===== config.mk =====
export PLATFORM = sky130hd
export DESIGN_NAME = arb_mux_flat
export DESIGN_NICKNAME = d
export VERILOG_FILES = /design/src/rtl/arb_mux_pkg.sv /design/src/rtl/arb_mux_if.sv /design/src/rtl/arb_mux_rr_arbiter.sv /design/src/rtl/arb_mux.sv /design/src/flat_wrapper.sv
export SDC_FILE = /design/constraint.sdc
export NUM_CORES = 1
export LEC_CHECK = 0
export BUFFER_PORTS_ARGS = -buffer_cell sky130_fd_sc_hd__buf_2
export CORE_ASPECT_RATIO = 1.2
export CORE_MARGIN = 4
export CORE_UTILIZATION = 45
export CTS_CLUSTER_SIZE = 28
export DETAILED_ROUTE_END_ITERATION = 16
export PLACE_DENSITY = 0.75
export RECOVER_POWER = 50
export SLEW_MARGIN = 10
export SYNTH_ARGS = -nofsm -noshare
export SYNTH_HDL_FRONTEND = slang
export SYNTH_SLANG_ARGS = --single-unit

===== constraint.sdc =====
create_clock -name clk -period 3.3 [get_ports clk]
set_clock_uncertainty 0.05 [all_clocks]
set_input_delay 0.66 -clock clk [delete_from_list [all_inputs] [get_ports clk]]
set_output_delay 0.66 -clock clk [all_outputs]
set_load 0.01 [all_outputs]

===== src/rtl/arb_mux_pkg.sv =====
// arb_mux shared definitions: channel-count limits and a constant log2.
package arb_mux_pkg;

    localparam int ARB_MUX_N_MIN = 2;
    localparam int ARB_MUX_N_MAX = 16;

    function automatic int clog2(input int n);
        int r;
        r = 0;
        while ((1 << r) < n) r++;
        return r;
    endfunction

endpackage


===== src/rtl/arb_mux_if.sv =====
// Handshake bundle between N producers, the arb_mux and one consumer.
interface arb_mux_if
    import arb_mux_pkg::*;
#(
    parameter int N     = 4,
    parameter int WIDTH = 4
);
    localparam int SEL_W = clog2(N);

    logic [N-1:0]       in_valid;
    logic [N-1:0]       in_ready;
    logic [N*WIDTH-1:0] in_data;
    logic               out_valid;
    logic               out_ready;
    logic [WIDTH-1:0]   out_data;
    logic [SEL_W-1:0]   out_sel;

    modport master (
        output in_valid, in_data, out_ready,
        input  in_ready, out_valid, out_data, out_sel
    );

    modport slave (
        input  in_valid, in_data, out_ready,
        output in_ready, out_valid, out_data, out_sel
    );

endinterface


===== src/rtl/arb_mux_rr_arbiter.sv =====
// Combinational round-robin grant starting at ptr.
// ARB_MUX_FIXED_PRIO_EN switches to lowest-index-wins.
module rr_arbiter
    import arb_mux_pkg::*;
#(
    parameter  int N     = 4,
    localparam int SEL_W = clog2(N)
) (
    input  logic [N-1:0]     req,
    input  logic [SEL_W-1:0] ptr,
    output logic [N-1:0]     grant,
    output logic [SEL_W-1:0] idx,
    output logic             any
);

    int j;

`ifdef ARB_MUX_FIXED_PRIO_EN
    logic unused_ptr;
    assign unused_ptr = ^ptr;
`endif

    always_comb begin
        grant = '0;
        idx   = '0;
        any   = 1'b0;
        j     = 0;
        for (int k = 0; k < N; k++) begin
`ifdef ARB_MUX_FIXED_PRIO_EN
            j = k;
`else
            // explicit wrap keeps non-power-of-2 N correct
            j = int'(ptr) + k;
            if (j >= N) j = j - N;
`endif
            if (!any && req[j]) begin
                any      = 1'b1;
                idx      = SEL_W'(j);
                grant[j] = 1'b1;
            end
        end
    end

endmodule


===== src/rtl/arb_mux.sv =====
// N-channel registered mux with valid/ready on every port.
// ARB_MUX_FIXED_PRIO_EN selects fixed priority instead of round-robin.
module arb_mux
    import arb_mux_pkg::*;
#(
    parameter  int WIDTH = 4,
    parameter  int N     = 4,
    localparam int SEL_W = clog2(N)
) (
    input  logic      clk,
    input  logic      reset,
    arb_mux_if.slave  bus
);

    logic [N-1:0]     grant;
    logic [SEL_W-1:0] idx;
    logic [SEL_W-1:0] ptr;
    logic             any;
    logic             load;
    logic             valid_q;
    logic [WIDTH-1:0] data_q;
    logic [SEL_W-1:0] sel_q;

    rr_arbiter #(.N(N)) u_arb (
        .req   (bus.in_valid),
        .ptr   (ptr),
        .grant (grant),
        .idx   (idx),
        .any   (any)
    );

    // drain and refill may happen on the same edge
    assign load         = !valid_q || bus.out_ready;
    assign bus.in_ready = (load && any && !reset) ? grant : '0;
    assign bus.out_valid = valid_q;
    assign bus.out_data  = data_q;
    assign bus.out_sel   = sel_q;

    always_ff @(posedge clk) begin
        if (reset) begin
            valid_q <= 1'b0;
            data_q  <= '0;
            sel_q   <= '0;
            ptr     <= '0;
        end else if (load) begin
            if (any) begin
                valid_q <= 1'b1;
                data_q  <= bus.in_data[idx*WIDTH +: WIDTH];
                sel_q   <= idx;
`ifndef ARB_MUX_FIXED_PRIO_EN
                ptr     <= (idx == SEL_W'(N-1)) ? '0 : idx + 1'b1;
`endif
            end else begin
                valid_q <= 1'b0;
            end
        end
    end

endmodule


===== src/flat_wrapper.sv =====
// flat-port wrapper written by rule: the top's interface ports become plain ports
module arb_mux_flat import arb_mux_pkg::*;
#(
    parameter  int WIDTH = 4,
    parameter  int N     = 4,
    localparam int SEL_W = clog2(N)
)
  (clk, reset, bus_in_valid, bus_in_data, bus_out_ready, bus_in_ready, bus_out_valid, bus_out_data, bus_out_sel);
  arb_mux_if #(.N(N), .WIDTH(WIDTH)) bus_i ();
  input  logic clk;
  input  logic reset;
  input wire logic [$bits(bus_i.in_valid)-1:0] bus_in_valid;
  input wire logic [$bits(bus_i.in_data)-1:0] bus_in_data;
  input wire logic [$bits(bus_i.out_ready)-1:0] bus_out_ready;
  output wire logic [$bits(bus_i.in_ready)-1:0] bus_in_ready;
  output wire logic [$bits(bus_i.out_valid)-1:0] bus_out_valid;
  output wire logic [$bits(bus_i.out_data)-1:0] bus_out_data;
  output wire logic [$bits(bus_i.out_sel)-1:0] bus_out_sel;
  assign bus_i.in_valid = bus_in_valid;
  assign bus_i.in_data = bus_in_data;
  assign bus_i.out_ready = bus_out_ready;
  assign bus_in_ready = bus_i.in_ready;
  assign bus_out_valid = bus_i.out_valid;
  assign bus_out_data = bus_i.out_data;
  assign bus_out_sel = bus_i.out_sel;
  arb_mux #(.WIDTH(WIDTH), .N(N)) u_core (.clk(clk), .reset(reset), .bus(bus_i));
endmodule

Word level (Yosys, flattened, before mapping)
Cells that the tools add are included.
- magnitude comparators: 12
- bitwise gates (word level): 3
- equal/unequal tests: 1
- reduce and logical (&&, ||, !) cells: 16
- add/subtract/negate cells: 8
- shift operators: 1
- multiplexer cells: 39
- operator list (cell ; number):
    32-bit by 1-bit greater-or-equal comparator with 1-bit output, second input constant ; 4
    32-bit by 4-bit < comparator with 1-bit output, second input constant ; 4
    32-bit two-way mux ; 4
    4-bit two-way mux ; 5
    1-bit two-way mux ; 17
    16-bit by 5-bit indexed part select with 4-bit output ; 1
    4-bit bitwise OR ; 3
    3-bit by 3-bit subtractor with 4-bit output, second input constant ; 3
    2-bit two-way mux ; 5
    3-bit greater-or-equal comparator, second input constant ; 3
    1-bit logical AND ; 9
    1-bit binary-select mux with 2-bit select ; 4
    1-bit demux with 2-bit select ; 4
    2-bit by 2-bit adder with 3-bit output, second input constant ; 2
    1-bit logical NOT ; 5
    2-bit by 3-bit subtractor with 4-bit output, second input constant ; 1
    2-bit by 1-bit adder with 3-bit output, second input constant ; 1
    2-bit by 3-bit greater-or-equal comparator with 1-bit output, second input constant ; 1
    2-bit by 1-bit adder with 2-bit output, second input constant ; 1
    2-bit equality test, second input constant ; 1
    2-bit AND reduction ; 1
    1-bit logical OR ; 1
- bits of input ports: 23
- output and inout port bits: 11
- logic and storage cells: 84
- bits in registers: 9

Depth between registers and ports, before layout
Gate-level depths: netlist of run 1.
- depth after elaboration: 18
- mapped depth: 11
- gate-level depth less buffers: 8

By module
Synthesis of run 1 repeated with hierarchy kept, for this count alone.
- cell total of the unflattened synthesis: 101
- area, all modules: 945.9 um2
- by module, submodules not included (module ; area each (um2) ; cells an instance ; sequential area each (um2) ; instances):
    arb_mux ; 485.5 ; 53 ; 180.2 ; 1
    rr_arbiter ; 460.4 ; 48 ; 0.0 ; 1

Worst setup path after synthesis of run 1
Ideal clock, no wire load.
- kind: register to register
- start point: register u_core.ptr[1]
- end point: register u_core.data_q[3] (netlist: u_core.bus.out_data[3])
- data arrival time: 2871 ps
- data required time: 3128 ps
- stages on the path, launching flop included: 10
- setup slack: 257 ps
- path buffers: 2
- setup time: 122 ps
- period minus slack after synthesis: 3043 ps
- path through: dfxtp_1 clkbuf_1 inv_1 ha_1 buf_6 mux4_2 o21bai_4 a32oi_4 mux2_4 a311o_1
- longest elaborated chain between the ends: 16
- elaborated cells on any way between the ends: 43
- those cells by class: add/sub: 7; order compare: 4; shift: 1; mux: 24; reduce/logical: 7
- RTL lines (what ; RTL line ; source):
    start, declared ; arb_mux.sv:17 ; logic [SEL_W-1:0] ptr;
    start signal, assigned ; arb_mux.sv:51 ; ptr <= (idx == SEL_W'(N-1)) ? '0 : idx + 1'b1;
    branches (longest 16 deep; another with 3-bit by 3-bit subtractor with 4-bit output) ; n/a ;
    end signal, assigned ; arb_mux.sv:48 ; data_q <= bus.in_data[idx*WIDTH +: WIDTH];
    end, declared ; arb_mux.sv:21 ; logic [WIDTH-1:0] data_q;
Several ways; the timed one is not identified. The select of a mux whose other input is x is not followed.
A chain may end at the register's enable or synchronous reset.

Worst setup path in the final report of run 1
- start point: register u_core.ptr[0]
- end point: output port bus_in_ready[0]
- longest elaborated chain between the ends: 18
- elaborated cells on any way between the ends: 67
- those cells by class: add/sub: 7; order compare: 12; mux: 33; bitwise: 3; reduce/logical: 12
- RTL lines (what ; RTL line ; source):
    branches (longest 17 deep; another with 32-bit by 1-bit greater-or-equal comparator with 1-bit output) ; n/a ;
    4-bit two-way mux (*) ; arb_mux.sv:34 ; assign bus.in_ready = (load && any && !reset) ? grant : '0;
    end, declared ; flat_wrapper.sv:15 ; output wire logic [$bits(bus_i.in_ready)-1:0] bus_in_ready;
Every way passes the cells marked *. The select of a mux whose other input is x is not followed.

==> impl_metrics.yaml, run 1 <==
timing:
  final_critical_path_time_including_i_o_delays_and_setup_ns: 3.11
  maxClockFrequency_mhz: 321
  rsz0062_at_grt: "false"
  count_of_final_hold_check_violations: 0
  final-setup-viol-count: 0
  final-max-slew-violation-count: 0
  period_share_pct: 94.3
  max-slew-margin-rel_pct: 62.0
  setup_slack_ns: 0.188
  worst_pin_slew_ns: 0.569
  finalSetupTns_ns: 0
place:
  portBuffers: 33
  dp.final_hpwl_um: 2010
  gp_congestion: 0.846
  dpl-instance-area_um2: 1250
  pre_cts_ws_ns: 0.390
clock_network:
  cts_root_buf: "sky130_fd_sc_hd__clkbuf_4"
  cts-htree-levels: 1
  post-cts-setup-buffer-count: 0
  cts-root-to-sink-buffers: 2
  cts_sinks: 9
  cts_buffers: 3
  clock_latency_on_the_worst_skew_pair_ns: 0.25
  clk_pin_slew_ns: 0.06
  clock_tree_from_tritoncts: "yes"
floorplan:
  die_width_um: 52.5
  die-height_um: 61.4
  die-area_um2: 3230
  top_level_ports: 34
  coreArea_um2: 2280
  effective_utilization_at_floorplan_pct: 46.9
  std_cell_rows: 19
detailed_routing:
  drt_initial_violations: 21
  avgViaCountPerCell: 5.60
  wl_per_cell_um: 13.8
  drt_wl_total_um: 2570
  drt.antenna.violating_nets: 0
  drc: 0
  detailedRoute.firstPassIterationCount: 4
  vias: 1042
setup_path:
  critical_path_endpoint_category: "output pin"
  crit_type: "reg2out"
  type_of_element_launching_the_critical_path: "flop"
  critical_path.max_fanout: 7
  arr_time_crit_path_ns: 2.40
  worst_ep_required_time_ns: 2.59
global_route:
  via_count_of_the_first_global_routing_pass: 1023
  grt_start_max_net_pins: 23
  track_usage_pct: 17.0
  globalRouteOverflowTotal: 0
  grt_antenna_before_repair: 0
  grt_first_pass_wirelength_um: 4270
synthesis:
  avgSynthCellArea_um2: 8.64
  synth_nets: 152
  synthesis.instances: 124
  synth_seq_area_share_pct: 16.8
  dominantRegCellSynth: "sky130_fd_sc_hd__dfxtp_1"
  postSynth.asyncResetShare_pct: 0
  synth-edff-count: 0
  netlist_area_um2: 1070
  yosysWarningCount: 0
  ys_types: 42
  yosys_register_bits: 9
worst_hold_path:
  worstHoldPathType: "reg2reg"
power_and_ir_drop:
  worst_ir_drop_vdd_mv: 0.388
  overall_power_w: 0.00102
  power.leakage_nw: 0.549
  p_per_area_nw_per_um2: 804
outcome:
  outcome: "completed"
finish:
  syn2layout_area_growth_pct: 18.1
  final_design_area_no_fill_um2: 1260
  sequential_cell_area_um2: 180
  fill_cells: 234
  area_of_combinational_cells_with_multiple_inputs_um2: 820
  finalNetCount: 184
  proportion_of_layout_cells_with_a_drive_suffix_above_1_pct: 29.7
  insertedDiodeCount: 0
flow_run:
  maxCapViolations: 0
==> logic make-up after synthesis <==
family | Yosys count | share of synthesized area (%)
flip-flops | 9 | 16.8
XOR/XNOR | 1 | 0.818
adder cells (fa/ha/maj) | 5 | 5.84
AND/OR/NAND/NOR | 41 | 21.3
multiplexers | 23 | 24.9
AO/OA/AOI/OAI | 31 | 24.3
buffers and inverters | 14 | 6.07
==> per-layer routing <==
metal	global-route usage, %	vias to the layer above	share of wire (%)
li1	-	524	-
met1	19.7	487	42
met2	32.3	29	52
met3	1.94	2	4.8
met4	5.47	0	0.47
met5	0	-	0
==> synth_stat cells, types with 2 or more instances <==
cell                        n  area [um^2]
sky130_fd_sc_hd__a22o_1     4         35.0
sky130_fd_sc_hd__o221ai_1   4         35.0
sky130_fd_sc_hd__and3_1     3         18.8
sky130_fd_sc_hd__nor2_1     7         26.3
sky130_fd_sc_hd__a21oi_1    7         35.0
sky130_fd_sc_hd__inv_1      4         15.0
sky130_fd_sc_hd__nand2_1   11         41.3
sky130_fd_sc_hd__a211oi_1   4         30.0
sky130_fd_sc_hd__ha_1       5         62.6
sky130_fd_sc_hd__mux2i_1   15          150
sky130_fd_sc_hd__nor3_1     2         10.0
sky130_fd_sc_hd__mux4_2     2         45.0
sky130_fd_sc_hd__nand3_1    2         10.0
sky130_fd_sc_hd__nand3b_1   4         30.0
sky130_fd_sc_hd__dfxtp_1    9          180
sky130_fd_sc_hd__nand2b_1   4         25.0
sky130_fd_sc_hd__o22ai_1    2         12.5
sky130_fd_sc_hd__o21ai_0    2         10.0
sky130_fd_sc_hd__clkbuf_1   6         22.5
sky130_fd_sc_hd__mux2_2     5         56.3
==> through the flow <==
stage	util, %	hold WS (ns)	std cells
floorplan	-	0.470	124
global placement	55.0	0.429	182
detailed placement	55.0	0.439	182
CTS	56.1	0.461	186
global route	55.4	0.491	186
finish	55.4	0.456	186
==> registers in the layout (all words and copies together) (netlist names) <==
signal                cells
u_core.bus.out_sel        2
u_core.bus.out_valid      1
u_core.bus.out_data       4
u_core.ptr                2
==> cells in the final DEF (no fill, tap or decap), types with 4 or more instances in the layout <==
cell type                  count
sky130_fd_sc_hd__buf_2        25
sky130_fd_sc_hd__clkbuf_1      9
sky130_fd_sc_hd__o221ai_1      4
sky130_fd_sc_hd__nand2b_1      4
sky130_fd_sc_hd__a21oi_1       7
sky130_fd_sc_hd__dfxtp_1       9
sky130_fd_sc_hd__nand2_1      11
sky130_fd_sc_hd__mux2_2        5
sky130_fd_sc_hd__nor2_1        7
sky130_fd_sc_hd__buf_4         4
sky130_fd_sc_hd__mux2i_1      15
sky130_fd_sc_hd__ha_1          4
sky130_fd_sc_hd__nand3b_1      4
sky130_fd_sc_hd__a211oi_1      4
sky130_fd_sc_hd__inv_1         4
sky130_fd_sc_hd__a22o_1        4
==> worst max-delay path, stage by stage, from the launching register on <==
cell                      delay [ns]
sky130_fd_sc_hd__dfxtp_1        0.33
sky130_fd_sc_hd__inv_1          0.14
sky130_fd_sc_hd__ha_4           0.34
sky130_fd_sc_hd__mux4_2         0.60
sky130_fd_sc_hd__nor2b_4        0.19
sky130_fd_sc_hd__a22o_1         0.17
sky130_fd_sc_hd__mux2i_1        0.08
sky130_fd_sc_hd__a21oi_1        0.15
sky130_fd_sc_hd__buf_2          0.14
==> where the power goes <==
part	internal [W]	switching (W)	leakage [nW]	total, W
Clock	0.0000464	0.0000358	0.0150	0.0000823
Sequential	0.000150	0.0000220	0.0748	0.000172
Combinational	0.000373	0.000389	0.459	0.000763
==> path summary, 6_finish.rpt <==
check | from | end | slack [ns] | cells after the start
worst max-delay path | u_core.ptr[0] | bus_in_ready[0] | 0.19 | 8
worst min-delay path | u_core.bus.out_sel[1] | u_core.bus.out_sel[1] | 0.46 | 2
worst max register to register | u_core.ptr[0] | u_core.bus.out_data[3] | 0.34 | 7
worst min register to register | u_core.bus.out_sel[1] | u_core.bus.out_sel[1] | 0.46 | 2
==> layout make-up <==
class | instances | share of cell area (%)
repair buffers | 37 | 14.6
inverters | 4 | 1.19
multi-input cells | 101 | 64.8
well taps | 31 | 3.07
clock buffers | 4 | 2.08
flip-flops and latches | 9 | 14.2
==> timing repair <==
item,4_1_cts,5_1_grt
hold buffers,0,0
gates resized for setup,0,2
setup endpoints to repair,0,4
(Power assumes the default switching activity.)
==> inputs of run 2 (changes only) <==
--- a/config.mk
+++ b/config.mk
@@ -5,6 +5,7 @@
 export SDC_FILE = /design/constraint.sdc
 export NUM_CORES = 1
 export LEC_CHECK = 0
+export ABC_AREA = 1
 export BUFFER_PORTS_ARGS = -buffer_cell sky130_fd_sc_hd__buf_2
 export CORE_ASPECT_RATIO = 1.2
 export CORE_MARGIN = 4
==> run 2 against run 1 <==
  * Die area down 4.2%
  * Clock-buffer cell count unchanged
  * Hold slack better by 0.046 ns
  * Core utilization up 2.1 points
  * Combinational power up 19%
  * Power up 17%
  * Clock power up 5.2%
  * Wire length down 1.9%
  * Fmax up 4.6%
  * Final cell count up 23%
  * Critical path depth up 3
  * Largest cell class unchanged
  * Highest routed layer is now met3
==> impl_metrics.yaml, run 2 <==
clock_network:
  clock_tree_from_tritoncts: "yes"
  cts_buffers: 3
  cts-root-to-sink-buffers: 2
  clk_pin_slew_ns: 0.06
  cts-htree-levels: 1
  cts_repair_resize_count: 0
  cts_root_buf: "sky130_fd_sc_hd__clkbuf_4"
  clock_latency_on_the_worst_skew_pair_ns: 0.26
  cts_sinks: 9
  cts.hold.buffers_added: 0
  post-cts-setup-buffer-count: 0
power_and_ir_drop:
  p_sw_share_pct: 57.5
  pwr-share-seq_pct: 16.3
  worst_ir_drop_vdd_mv: 0.543
  internal-power_w: 0.000507
  p_per_area_nw_per_um2: 979
  overall_power_w: 0.00119
  power.leakage_nw: 0.704
  pwr-share-comb_pct: 76.5
  clkPwrFrac_pct: 7.3
  p_switching_w: 0.000685
detailed_routing:
  met3_length_um: 137
  detailedRoute.firstPassIterationCount: 6
  drt.antenna.violating_nets: 0
  drt_initial_violations: 31
  drt_wl_total_um: 2520
  wl_met2_um: 1300
  highest_layer: "met3"
  avgViaCountPerCell: 4.90
  vias: 1121
  wl_per_cell_um: 11.0
  routedLengthMet1_um: 1080
  drc: 0
finish:
  finalNetCount: 228
  proportion_of_layout_cells_with_a_drive_suffix_above_1_pct: 26.6
  largest_register_ffs: 4
  layout.cells.most_common: "sky130_fd_sc_hd__nand2_1"
  final_cell_mix: "36 x sky130_fd_sc_hd__nand2_1, 31 x sky130_fd_sc_hd__inv_1, 26 x sky130_fd_sc_hd__buf_2"
  area_of_combinational_cells_with_multiple_inputs_um2: 676
  syn2layout_area_growth_pct: 19.5
  fill_cells: 254
  sequential_cell_area_um2: 183
  post_layout_nonfiller_instances: 229
  insertedDiodeCount: 0
floorplan:
  die-area_um2: 3090
  die-height_um: 60.1
  effective_utilization_at_floorplan_pct: 48.1
  coreArea_um2: 2120
  die_width_um: 51.4
  std_cell_rows: 18
  top_level_ports: 34
synthesis:
  synth.cells.most_frequent: "35 x sky130_fd_sc_hd__nand2_1, 31 x sky130_fd_sc_hd__inv_1, 22 x sky130_fd_sc_hd__nand3_1"
  synth_top_area_cell: "sky130_fd_sc_hd__dfxtp_1"
  synth_seq_area_share_pct: 17.7
  synth_top_cells_by_area: "sky130_fd_sc_hd__dfxtp_1 18%, sky130_fd_sc_hd__nand2_1 13%, sky130_fd_sc_hd__inv_1 11%"
  netlist_area_um2: 1020
  yosysWarningCount: 0
  post-synth-top-count-cell: "sky130_fd_sc_hd__nand2_1"
  synth-edff-count: 0
  postSynth.asyncResetShare_pct: 0
  ys_types: 25
  synth_nets: 192
  post-synth-top-area-fraction_pct: 17.7
  dominantRegCellSynth: "sky130_fd_sc_hd__dfxtp_1"
  synthesis.instances: 164
  avgSynthCellArea_um2: 6.21
  yosys_register_bits: 9
place:
  dp.final_hpwl_um: 2110
  gp_congestion: 0.921
  dp_cells: 225
  portBuffers: 33
setup_path:
  arr_time_crit_path_ns: 2.27
  worst_path_largest_cell_delay_ns: 0.43
  crit_type: "reg2out"
  ordered_cell_list_for_the_critical_path: "inv_4 > ha_1 > inv_1 > nand3_1 > nand2_4 > nand4_4 > nand2_1 > nor2_2 > o21ai_0 > inv_1 > buf_2"
  timing.critical_path.mode_cell: "sky130_fd_sc_hd__inv_1"
  critical_path_endpoint_category: "output pin"
  critical_path.max_fanout: 10
  type_of_element_launching_the_critical_path: "flop"
  worst_ep_required_time_ns: 2.59
  slowest_stage: "sky130_fd_sc_hd__dfxtp_2"
global_route:
  via_count_of_the_first_global_routing_pass: 1046
  track_usage_pct: 16.9
  grt_first_pass_wirelength_um: 4060
  grt_antenna_before_repair: 0
  grt_start_max_net_pins: 13
  globalRouteOverflowTotal: 0
flow_run:
  maxCapViolations: 0
timing:
  max-slew-margin-rel_pct: 71.4
  final-max-slew-violation-count: 0
  period_share_pct: 90.2
  count_of_final_hold_check_violations: 0
  worst_pin_slew_ns: 0.428
  rsz0062_at_grt: "false"
  finalSetupTns_ns: 0
  final_critical_path_time_including_i_o_delays_and_setup_ns: 2.98
  maxClockFrequency_mhz: 336
  final-setup-viol-count: 0
worst_hold_path:
  worstHoldPathType: "reg2reg"
outcome:
  outcome: "completed"
[run 2: cell count changes after synthesis, sizes merged, moves of 4 or more]
| cell | previous run | this run |
|---|---|---|
| a211oi | 4 | 0 |
| a22o | 4 | 0 |
| clkbuf | 6 | 0 |
| inv | 4 | 35 |
| mux2 | 6 | 0 |
| mux2i | 15 | 0 |
| nand2 | 11 | 47 |
| nand2b | 4 | 0 |
| nand3 | 2 | 24 |
| nor2 | 7 | 14 |
| o21ai | 3 | 8 |
[run 2: area by class of cell]
| class | instances | area share, % |
|---|---|---|
| multi-input cells | 118 | 55.5 |
| inverters | 35 | 11.4 |
| flip-flops and latches | 9 | 15.0 |
| repair buffers | 33 | 12.8 |
| clock buffers | 4 | 2.16 |
| well taps | 30 | 3.08 |
[run 2: worst paths after layout]
kind	startpoint	end	slack, ns	cells past startpoint
max	u_core.ptr[0]	bus_in_ready[3]	0.32	11
min	u_core.bus.out_sel[0]	u_core.bus.out_sel[0]	0.50	2
max reg2reg	u_core.ptr[0]	u_core.bus.out_data[3]	0.88	14
min reg2reg	u_core.bus.out_sel[0]	u_core.bus.out_sel[0]	0.50	2
[run 2: power by group through the flow]
stage | combinational, W | sequential (W) | clock (W)
final | 0.000911 | 0.000194 | 0.0000866
after global routing | 0.00102 | 0.000198 | 0.0000936
after global placement | 0.000904 | 0.000189 | 0
after detailed placement | 0.000932 | 0.000192 | 0
after floorplan | 0.000745 | 0.000201 | 0
after CTS | 0.000934 | 0.000189 | 0.0000891
[run 2: logic make-up (layout without fill, tap and decap cells)]
kind of cell / after synthesis / in the layout / synth area share, %
fa+ha+maj: 5 / 5 / 6.14
flops: 9 / 9 / 17.7
buf+inv: 37 / 72 / 15.5
xor+xnor: 1 / 1 / 0.860
simple gates: 88 / 88 / 45.2
compound gates: 24 / 24 / 14.6
[run 2: metal layers]
layer / GRT usage [%] / vias to the layer above
met5: 0 / -
met4: 3.00 / 0
met3: 3.99 / 0
met2: 31.6 / 38
met1: 19.6 / 490
li1: - / 593
[run 2: critical path, delay by kind of cell (launching register included)]
| family | cells | cell delay [ns] |
|---|---|---|
| AOI/OAI and AO/OA | 1 | 0.13 |
| DFF | 1 | 0.43 |
| and+or+nand+nor | 5 | 0.70 |
| adders and majority gates | 1 | 0.34 |
| buffers and inverters | 4 | 0.38 |
[run 2: per-stage QoR]
| stage | hold WS, ns | cell area, um^2 | worst slack [ns] | util [%] |
|---|---|---|---|---|
| finish | 0.501 | 1220 | 0.324 | 57.5 |
| global route | 0.508 | 1220 | 0.0710 | 57.5 |
| CTS | 0.488 | 1230 | 0.104 | 58.0 |
| detailed placement | 0.470 | 1200 | 0.388 | 56.8 |
| global placement | 0.459 | 1200 | 0.539 | 56.8 |
| floorplan | 0.505 | 1020 | 0.745 | - |
==> inputs of run 3 (changes only) <==
--- a/config.mk
+++ b/config.mk
@@ -6,13 +6,15 @@
 export NUM_CORES = 1
 export LEC_CHECK = 0
 export ABC_AREA = 1
+export ABC_CLOCK_PERIOD_IN_PS = 3100
 export BUFFER_PORTS_ARGS = -buffer_cell sky130_fd_sc_hd__buf_2
 export CORE_ASPECT_RATIO = 1.2
 export CORE_MARGIN = 4
 export CORE_UTILIZATION = 45
 export CTS_CLUSTER_SIZE = 28
 export DETAILED_ROUTE_END_ITERATION = 16
-export PLACE_DENSITY = 0.75
+export GPL_TIMING_DRIVEN = 0
+export PLACE_DENSITY = 0.73
 export RECOVER_POWER = 50
 export SLEW_MARGIN = 10
 export SYNTH_ARGS = -nofsm -noshare
==> constraint.sdc (replaced) <==
create_clock -name clk -period 3.1 [get_ports clk]
set_clock_uncertainty 0.05 [all_clocks]
set_input_delay 0.62 -clock clk [delete_from_list [all_inputs] [get_ports clk]]
set_output_delay 0.62 -clock clk [all_outputs]
set_load 0.01 [all_outputs]
==> run 3 against run 2 <==
  * Via count is 2.5% higher
  * Clock power rose by 4.2%
  * Sequential cell count is the same
  * Register-to-register slack worse by 0.03 ns
  * Wire length increased by 0.60%
  * Power is 10% higher
  * Highest routed layer is now met4
  * Clock-buffer cell count did not move
  * Largest power group unchanged
  * Combinational power up 12%
  * Sequential share of layout area is essentially flat
==> impl_metrics.yaml, run 3 (synthesis gave the netlist of run 2 again) <==
timing:
  period_share_pct: 93.5
  worst_pin_slew_ns: 0.259
  rsz0062_at_grt: "false"
  count_of_final_hold_check_violations: 0
  finalSetupTns_ns: 0
  maxClockFrequency_mhz: 345
  timing.hold.ws_ns: 0.486
  max-slew-margin-rel_pct: 82.7
  final_critical_path_time_including_i_o_delays_and_setup_ns: 2.90
  final-setup-viol-count: 0
  final-max-slew-violation-count: 0
finish:
  finalNetCount: 230
  sequential_cell_area_um2: 188
  syn2layout_area_growth_pct: 22.7
  proportion_of_layout_cells_with_a_drive_suffix_above_1_pct: 27.4
  area_of_combinational_cells_with_multiple_inputs_um2: 684
  utilization_pct: 59.0
  insertedDiodeCount: 0
  fill_cells: 246
  largest_register_ffs: 4
  final_cell_mix: "35 x sky130_fd_sc_hd__nand2_1, 31 x sky130_fd_sc_hd__inv_1, 26 x sky130_fd_sc_hd__buf_2"
  layout.cells.most_common: "sky130_fd_sc_hd__nand2_1"
  post_layout_nonfiller_instances: 231
clock_network:
  clock_tree_from_tritoncts: "yes"
  cts_root_buf: "sky130_fd_sc_hd__clkbuf_4"
  cts-htree-levels: 1
  cts.hold.buffers_added: 0
  cts_sinks: 9
  cts_buffers: 3
  clk_pin_slew_ns: 0.06
  clock_latency_on_the_worst_skew_pair_ns: 0.26
  cts-root-to-sink-buffers: 2
detailed_routing:
  drc: 0
  drt_wl_total_um: 2530
  drt_initial_violations: 31
  avgViaCountPerCell: 4.97
  vias: 1149
  detailedRoute.firstPassIterationCount: 4
  drt.antenna.violating_nets: 0
  wl_per_cell_um: 11.0
outcome:
  outcome: "completed"
worst_hold_path:
  min_path_cells: 2
  worstHoldPathType: "reg2reg"
  hold_end: "u_core.bus.out_sel[1]"
  hold_path_startpoint: "u_core.bus.out_sel[1]"
place:
  gp_congestion: 0.813
  dp.final_hpwl_um: 2070
  portBuffers: 33
  dp_cells: 227
setup_path:
  arr_time_crit_path_ns: 2.23
  worst_ep_required_time_ns: 2.43
  worst_r2r_endpoint: "u_core.bus.out_data[0]"
  critical_path_endpoint_category: "output pin"
  worst-r2r-cell-count: 13
  crit_type: "reg2out"
  type_of_element_launching_the_critical_path: "flop"
  worstReg2RegStart: "u_core.ptr[0]"
  critical_path.max_fanout: 10
  reg2reg_setup_slack_ns: 0.85
floorplan:
  die-height_um: 60.1
  std_cell_rows: 18
  die-area_um2: 3090
  top_level_ports: 34
  effective_utilization_at_floorplan_pct: 48.1
  coreArea_um2: 2120
  die_width_um: 51.4
global_route:
  grt_antenna_before_repair: 0
  via_count_of_the_first_global_routing_pass: 1088
  grt_first_pass_wirelength_um: 4190
  track_usage_pct: 17.1
  grt_start_max_net_pins: 11
  globalRouteOverflowTotal: 0
power_and_ir_drop:
  worst_ir_drop_vdd_mv: 0.615
  p_per_area_nw_per_um2: 1050
  power.leakage_nw: 0.717
flow_run:
  maxCapViolations: 0
-- run 3: changes by cell type in the layout (fill, tap and decap cells not counted), sizes merged --
cell  before  now
buf       26   28
-- run 3: critical path, stage by stage, from the launching register on --
cell and delay [ns]:
sky130_fd_sc_hd__dfxtp_4 0.41, sky130_fd_sc_hd__inv_4 0.09, sky130_fd_sc_hd__ha_1 0.36, sky130_fd_sc_hd__inv_1 0.11
sky130_fd_sc_hd__nand3_1 0.12, sky130_fd_sc_hd__nand2_4 0.15, sky130_fd_sc_hd__nand3_1 0.17, sky130_fd_sc_hd__o22ai_1 0.16
sky130_fd_sc_hd__a21oi_1 0.06, sky130_fd_sc_hd__o21ai_0 0.09, sky130_fd_sc_hd__nand2_1 0.07, sky130_fd_sc_hd__inv_1 0.05
sky130_fd_sc_hd__buf_2 0.12
-- run 3: cell type report --
type / instances / share of cell area (%)
Sequential cell: 9 / 15.0
Tap cell: 30 / 3.00
Multi-Input combinational cell: 118 / 54.8
Timing Repair Buffer: 33 / 12.5
Clock buffer: 4 / 2.10
Inverter: 35 / 11.1
Buffer: 2 / 1.50
-- run 3: stage by stage --
step                      total power [W]  setup WS, ns  instance area (um^2)
final                             0.00132         0.203                  1250
after global routing              0.00145        0.0192                  1250
after CTS                         0.00133         0.101                  1250
after detailed placement          0.00123         0.136                  1220
after global placement            0.00119         0.199                  1220
after floorplan                   0.00101         0.585                  1020
-- run 3: timing repair --
action                                  4_1_cts  5_1_grt
resized for setup                             3        3
endpoints found under the setup margin        4        3
setup buffers                                 0        0
-- run 3: routing by layer --
layer | global-route usage, % | routed length [um]
met1 | 19.2 | 1070
met2 | 32.0 | 1330
met3 | 4.49 | 125
met4 | 3.37 | 5
met5 | 0 | 0
-- run 3: worst max path at each step --
stage,cells after the start,end,slack [ns],startpoint
after floorplan,10,bus_in_ready[3],0.59,u_core.ptr[0]
after global placement,11,bus_in_ready[3],0.20,u_core.ptr[0]
after detailed placement,11,bus_in_ready[3],0.14,u_core.ptr[0]
after CTS,11,bus_in_ready[3],0.10,u_core.ptr[0]
after global routing,12,bus_in_ready[0],0.02,u_core.ptr[0]
final,12,bus_in_ready[1],0.20,u_core.ptr[0]
-- run 3: power breakdown --
| part | internal (W) | switching, W |
|---|---|---|
| logic | 0.000360 | 0.000656 |
| clock network | 0.0000496 | 0.0000406 |
| registers | 0.000168 | 0.0000416 |
| total | 0.000578 | 0.000739 |
